<file path="config.mk">
export PLATFORM = sky130hd
export DESIGN_NAME = seven_seg_scanner
export DESIGN_NICKNAME = d
export VERILOG_FILES = /design/src/rtl/seven_seg_pkg.sv /design/src/rtl/seven_seg_scanner_prescaler.sv /design/src/rtl/seven_seg_scanner.sv
export SDC_FILE = /design/constraint.sdc
export NUM_CORES = 1
export LEC_CHECK = 0
export BUFFER_PORTS_ARGS = -buffer_cell sky130_fd_sc_hd__buf_2
export CORE_ASPECT_RATIO = 1.4
export CORE_UTILIZATION = 55
export DETAILED_ROUTE_END_ITERATION = 8
export PLACE_DENSITY = 0.85
export SLEW_MARGIN = 25
export SYNTH_ARGS = -nofsm -noshare
export SYNTH_HDL_FRONTEND = slang
export SYNTH_SLANG_ARGS = --single-unit
</file>
<file path="constraint.sdc">
create_clock -name clk -period 2.84 [get_ports clk]
set_clock_uncertainty 0.1 [all_clocks]
set_input_delay 0.568 -clock clk [delete_from_list [all_inputs] [get_ports clk]]
set_output_delay 0.568 -clock clk [all_outputs]
set_load 0.01 [all_outputs]
</file>
<file path="src/rtl/seven_seg_pkg.sv">
// Shared types, constants and the leading-zero blank-mask helper for the
// seven-segment scan controller.
package seven_seg_pkg;

  localparam int DIGIT_W    = 4;
  localparam int MAX_DIGITS = 8;
  localparam logic [DIGIT_W-1:0] BLANK_CODE = 4'h0;

  typedef logic [DIGIT_W-1:0] digit_t;

  // Bit i is set when digit i (i >= 1) and every digit above it are zero.
  // Digit 0 is never part of the mask so a zero value still shows one "0".
  function automatic logic [MAX_DIGITS-1:0] lz_mask(
    input logic [DIGIT_W*MAX_DIGITS-1:0] disp,
    input int                            num_digits
  );
    logic [MAX_DIGITS-1:0] mask;
    logic                  upper_zero;
    mask       = '0;
    upper_zero = 1'b1;
    for (int i = MAX_DIGITS - 1; i >= 1; i--) begin
      if (i < num_digits) begin
        upper_zero = upper_zero && (disp[DIGIT_W*i +: DIGIT_W] == BLANK_CODE);
        mask[i]    = upper_zero;
      end
    end
    return mask;
  endfunction

endpackage

</file>
<file path="src/rtl/seven_seg_scanner_prescaler.sv">
// Modulo-SCAN_DIV free-running counter; tc is high while the count sits at
// its last value, so it marks the edge on which the digit index advances.
module scan_prescaler #(
  parameter int SCAN_DIV = 50000
) (
  input  logic clk,
  input  logic rst,
  output logic tc
);

  localparam int CNT_W = (SCAN_DIV > 2) ? $clog2(SCAN_DIV) : 1;
  localparam logic [CNT_W-1:0] CNT_LAST = CNT_W'(SCAN_DIV - 1);

  logic [CNT_W-1:0] pcnt;

  assign tc = (pcnt == CNT_LAST);

  always_ff @(posedge clk) begin
    if (rst)
      pcnt <= '0;
    else if (tc)
      pcnt <= '0;
    else
      pcnt <= pcnt + 1'b1;
  end

endmodule

</file>
<file path="src/rtl/seven_seg_scanner.sv">
// Time-multiplexed scan controller for a common-anode seven-segment display:
// latches packed digit codes and walks one active-low anode at a time.
module seven_seg_scanner
  import seven_seg_pkg::*;
#(
  parameter int NUM_DIGITS = 4,
  parameter int SCAN_DIV   = 50000
) (
  input  logic                          clk,
  input  logic                          rst,
  input  logic                          load,
  input  logic [DIGIT_W*NUM_DIGITS-1:0] digits_in,
  input  logic                          blank_lz,
  output logic [DIGIT_W-1:0]            digit_out,
  output logic [NUM_DIGITS-1:0]         an_out,
  output logic                          scan_tick
);

  localparam int IDX_W = $clog2(NUM_DIGITS);
  localparam logic [IDX_W-1:0] IDX_LAST = IDX_W'(NUM_DIGITS - 1);

  logic [DIGIT_W*NUM_DIGITS-1:0] disp;
  logic [DIGIT_W*MAX_DIGITS-1:0] disp_ext;
  logic [MAX_DIGITS-1:0]         blank_mask;
  logic [IDX_W-1:0]              idx;
  logic [2:0]                    idx_ext;
  logic                          tc;
  digit_t                        cur_digit;
  logic [NUM_DIGITS-1:0]         an_next;

  scan_prescaler #(
    .SCAN_DIV(SCAN_DIV)
  ) u_prescaler (
    .clk(clk),
    .rst(rst),
    .tc (tc)
  );

  assign disp_ext   = (DIGIT_W*MAX_DIGITS)'(disp);
  assign blank_mask = lz_mask(disp_ext, NUM_DIGITS);
  assign idx_ext    = 3'(idx);

  // A blanked slot still takes its full dwell time; only the anode stays off.
  always_comb begin
    cur_digit = BLANK_CODE;
    an_next   = '1;
    for (int i = 0; i < NUM_DIGITS; i++) begin
      if (idx == IDX_W'(i))
        cur_digit = disp[DIGIT_W*i +: DIGIT_W];
    end
    if (!(blank_lz && blank_mask[idx_ext]))
      an_next[idx] = 1'b0;
  end

  always_ff @(posedge clk) begin
    if (rst) begin
      disp      <= '0;
      idx       <= '0;
      digit_out <= BLANK_CODE;
      an_out    <= '1;
      scan_tick <= 1'b0;
    end else begin
      if (load)
        disp <= digits_in;
      if (tc)
        idx <= (idx == IDX_LAST) ? '0 : idx + 1'b1;
      digit_out <= cur_digit;
      an_out    <= an_next;
      scan_tick <= tc;
    end
  end

endmodule

</file>
# ---- After elaboration in Yosys (flattened, before gate mapping)
# Index checks and enable logic that the tools add are counted.
dict set report totals {
  output_inout_bits 9
  register_bits 43
  input_bits 20
  word_cells 35
}
dict set report classes {
  magnitude_cmp 3
  muxes 9
  add_sub_neg 2
  bitwise_logic 1
  n_eq_ne 4
  n_reduce_logical 10
}
# operator n
set op_table {}
lappend op_table {{$add A16 B1 Y16 const B} 1}
lappend op_table {{$eq A16 B16 Y1 const B} 1}
lappend op_table {{$mux W4} 4}
lappend op_table {{$logic_not A4 Y1} 3}
lappend op_table {{$eq A2 B2 Y1 const B} 2}
lappend op_table {{$logic_and A1 B1 Y1} 4}
lappend op_table {{$lt A2 B4 Y1 const B} 1}
lappend op_table {{$not A4 Y4} 1}
lappend op_table {{$reduce_or A2 Y1} 2}
lappend op_table {{$lt A2 B3 Y1 const B} 1}
lappend op_table {{$add A2 B1 Y2 const B} 1}
lappend op_table {{$bmux W1 S2} 1}
lappend op_table {{$demux W1 S2} 1}
lappend op_table {{$eq A2 B1 Y1 const B} 1}
lappend op_table {{$ge A2 B1 Y1 const B} 1}
lappend op_table {{$logic_not A2 Y1} 1}
lappend op_table {{$mux W1} 2}
lappend op_table {{$mux W2} 1}

# ---- Depth between registers and ports, before layout
dict set report logic_depth {
  ltp_word 7
  depth_mapped 7
  ltp_nobuf 6
}

# ---- Modules after synthesis
# From an unflattened synthesis, not the netlist that was laid out.
dict set report unflattened {
  hier_cells 198
  area_unflattened_um2 1834.3
}
# module seq_area_each_um2 cells_per_inst instances area_each_um2
set by_module_without_submodules {}
lappend by_module_without_submodules {seven_seg_scanner 540.5 117 1 1123.6}
lappend by_module_without_submodules {scan_prescaler 320.3 81 1 710.7}

# ---- Worst setup path after synthesis
# Ideal clock, no wire load.
dict set report synth_timing {
  path_kind {reg-to-reg}
  startpoint {register u_prescaler.pcnt[0]}
  endpoint {register idx[0]}
  required_ps 2626
  setup_time_ps 114
  synth_period_minus_slack_ps 1534
  t_arrival_ps 1319
  path_slack_ps 1306
  path_buffers 1
  path_stages_with_launch 7
  path_cell_list {dfxtp_1 ha_1 and3_2 nand4_1 nand2b_1 buf_6 a2bb2o_4}
}
dict set report synth_via {
  elab_chain_cells 1
}
# item line
set synth_lines {}
lappend synth_lines {{start, declared} seven_seg_scanner_prescaler.sv:14} ;# logic [CNT_W-1:0] pcnt;
lappend synth_lines {{start signal, assigned} seven_seg_scanner_prescaler.sv:24} ;# pcnt <= pcnt + 1'b1;
lappend synth_lines {{$eq A16 B16 Y1} seven_seg_scanner_prescaler.sv:16} ;# assign tc = (pcnt == CNT_LAST);
lappend synth_lines {{end signal, assigned} seven_seg_scanner.sv:66} ;# idx <= (idx == IDX_LAST) ? '0 : idx + 1'b1;
lappend synth_lines {{end, declared} seven_seg_scanner.sv:25} ;# logic [IDX_W-1:0] idx;
# Every way passes these cells.
# A chain may end at the register's enable or synchronous reset.

# ---- Worst setup path in the final report
dict set report layout_timing {
  startpoint {register u_prescaler.pcnt[0]}
  endpoint {register idx[1]}
}
# Same word-level chain as after synthesis.

==> results.json <==
{
  "layout_min_cycle_time_ns": 1.96,
  "numCtsBuffers": 5,
  "wirelength_mm": 3.45,
  "maxSlewHeadroom_pct": 53.7,
  "max_freq_mhz": 510,
  "grt_max_degree": 29,
  "hpwl_mm": 2.43,
  "start_util_pct": 58.6,
  "drive_above_1_share_pct": 20.5,
  "path_class": "reg -> reg",
  "die_area_sq_um": 3600,
  "portBuffers": 28,
  "nNetsFinal": 244,
  "syn_inst": 193,
  "post-route-period-util_pct": 69.1,
  "critPathArrivalTime_ns": 2.06,
  "antenna_cells": 0,
  "crit_chain": "ha_1, and3_2, nand4_1, nand2b_1, a2bb2o_4",
  "cap_violations": 0,
  "path_max_fanout": 17,
  "die_h_microns": 70.6,
  "ir_worst_vdd_uv": 476,
  "setup_viol": 0,
  "die_w_microns": 51.0,
  "drtIter0Drc": 17,
  "postCtsSetupBuffers": 0,
  "wl_met1_mm": 1.35,
  "drtAntennaViolNets": 0,
  "grt_usage_pct": 21.8,
  "synth_area_leaders": "dfxtp_1, mux2i_1, nor2_1",
  "highest_layer": "met4",
  "met3_length_microns": 129,
  "grt_pass1_vias": 1356,
  "grt_pass1_wl_mm": 5.75,
  "synth_area_sq_um": 1850,
  "wire_per_inst_microns": 13.3,
  "htree_num_levels": 2,
  "synthMostInstantiatedCell": "dfxtp_1",
  "worst-path-buf-inv": 0,
  "met2_length_mm": 1.91,
  "gp_congestion": 0.794,
  "fin_tns_setup_ns": 0,
  "vias": 1407,
  "rsz0062_at_grt": "no",
  "fin_util_pct": 67.3,
  "yosysTopAreaCell": "dfxtp_1",
  "area_delta_synth_final_pct": 14.8,
  "postCtsHoldBufs": 0,
  "grt_overflow": 0,
  "cts-resized-gates": 0,
  "via_per_inst": 5.43,
  "worstSetupEndpointType": "flip-flop",
  "drtPass1Iterations": 4,
  "synth_cell_types": 28,
  "dp_cells": 251,
  "status": "finished clean",
  "clk_transition_reported_paths_ns": 0.08,
  "worst_slew_pin_slew_ns": 0.694,
  "slew_violations": 0,
  "cts_tree": "yes",
  "crit_required_ns": 2.94,
  "clk_path_buf_depth": 2,
  "synth.avg_cell_area_sq_um": 9.57,
  "clkLatencyLatePin_ns": 0.30,
  "ioPinCount": 29,
  "hold_viol_final": 0,
  "antenna_found_initial": 0,
  "powerDensity_nw_per_um2": 599,
  "leakage_nw": 0.839,
  "synth_top_area_share_pct": 46.6,
  "worst_path_max_delay_cell": "nand2b_1",
  "design_area_sq_um": 2120,
  "min_path_cells": 1,
  "final_cells": 259,
  "place_area_sq_um": 1980,
  "worstSetupPathDepth": 5,
  "crit_family": "simple AND/OR/NAND/NOR gates",
  "worstRegToRegCells": 5,
  "clock-sinks": 43,
  "postSynth.asyncResetShare_pct": 0,
  "ys_ff_latch": 43,
  "synth_seq_area_share_pct": 46.6,
  "cp_slowest_stage_delay_ns": 0.53,
  "root_buffer": "clkbuf_8",
  "drcViolationCount": 0,
  "ys.flop_type": "dfxtp_1",
  "syn_nets": 218,
  "synth_edf_count": 0,
  "critPathLaunchType": "flip-flop",
  "netlist_top_cells_count": "dfxtp_1, nor2_1, mux2i_1",
  "holdWs_ns": 0.378,
  "rows": 24,
  "worstHoldPathType": "reg -> reg",
  "yosys_warnings": 0,
  "core_sq_um": 3150
}
-- final timing paths --
path	from	endpoint	slack (ns)
max	u_prescaler.pcnt[0]	idx[1]	0.88
min	u_prescaler.pcnt[0]	u_prescaler.pcnt[0]	0.38
max reg2reg	u_prescaler.pcnt[0]	idx[1]	0.88
min reg2reg	u_prescaler.pcnt[0]	u_prescaler.pcnt[0]	0.38
-- per-layer routing --
| layer | global-route usage (%) | vias up |
|---|---|---|
| met4 | 9.88 | 0 |
| li1 | - | 712 |
| met2 | 39.5 | 31 |
| met3 | 6.67 | 8 |
| met1 | 22.1 | 656 |
| met5 | 0 | - |
-- area by class of cell --
type | count | area, sq um
tap | 39 | 48.8
timing repair buffer | 28 | 140
clock buffer | 5 | 68.8
inverter | 6 | 22.5
fill | 274 | 1030
clock inverter | 3 | 67.6
multi-input combinational | 135 | 912
sequential | 43 | 861
-- flip-flops by register name, summed over array words and instances, names as in the netlist --
signal	cells
digit_out	4
an_out	4
u_prescaler.pcnt	16
idx	2
scan_tick	1
disp	16
-- placed cells by master (no fill, tap or decap), types with 3 or more instances in the layout --
cell,instances
buf_2,28
clkbuf_8,5
dfxtp_1,43
ha_1,5
inv_1,6
mux2i_1,20
nand2_1,16
nand3_1,5
nand3b_1,4
nand4_1,5
nor2_1,32
nor2_2,3
nor3_1,4
nor4_1,7
o21ai_0,5
o22ai_1,4
xnor2_1,12
-- worst reg2reg max path, delay by kind of cell, from the launching register on --
family | cells | cell delay (ns)
adders and majority gates | 1 | 0.27
and+or+nand+nor | 3 | 0.87
AOI/OAI and AO/OA | 1 | 0.24
DFF | 1 | 0.39
-- through the flow --
stage	total power, mW	worst slack (ns)
after floorplan	0.704	1.31
after global routing	1.32	0.738
after CTS	1.29	0.867
after global placement	0.726	0.803
after detailed placement	0.729	0.789
final	1.27	0.877
-- report_power, final --
group,switching (mW),total [mW],internal (mW)
sequential,0.0158,0.638,0.623
clock,0.205,0.556,0.350
combinational,0.0405,0.0770,0.0364
-- logic make-up (layout without fill, tap and decap cells) --
logic type / count (synthesis) / after routing / synth area share (%)
and+or+nand+nor: 84 / 84 / 23.2
muxes: 20 / 20 / 10.8
buffers and inverters: 15 / 42 / 4.00
adders and majority gates: 5 / 5 / 3.39
AOI/OAI and AO/OA: 12 / 12 / 5.28
DFF: 43 / 43 / 46.6
xor gates and xnor gates: 14 / 14 / 6.64
No activity file was read; power rests on OpenSTA's default activity.
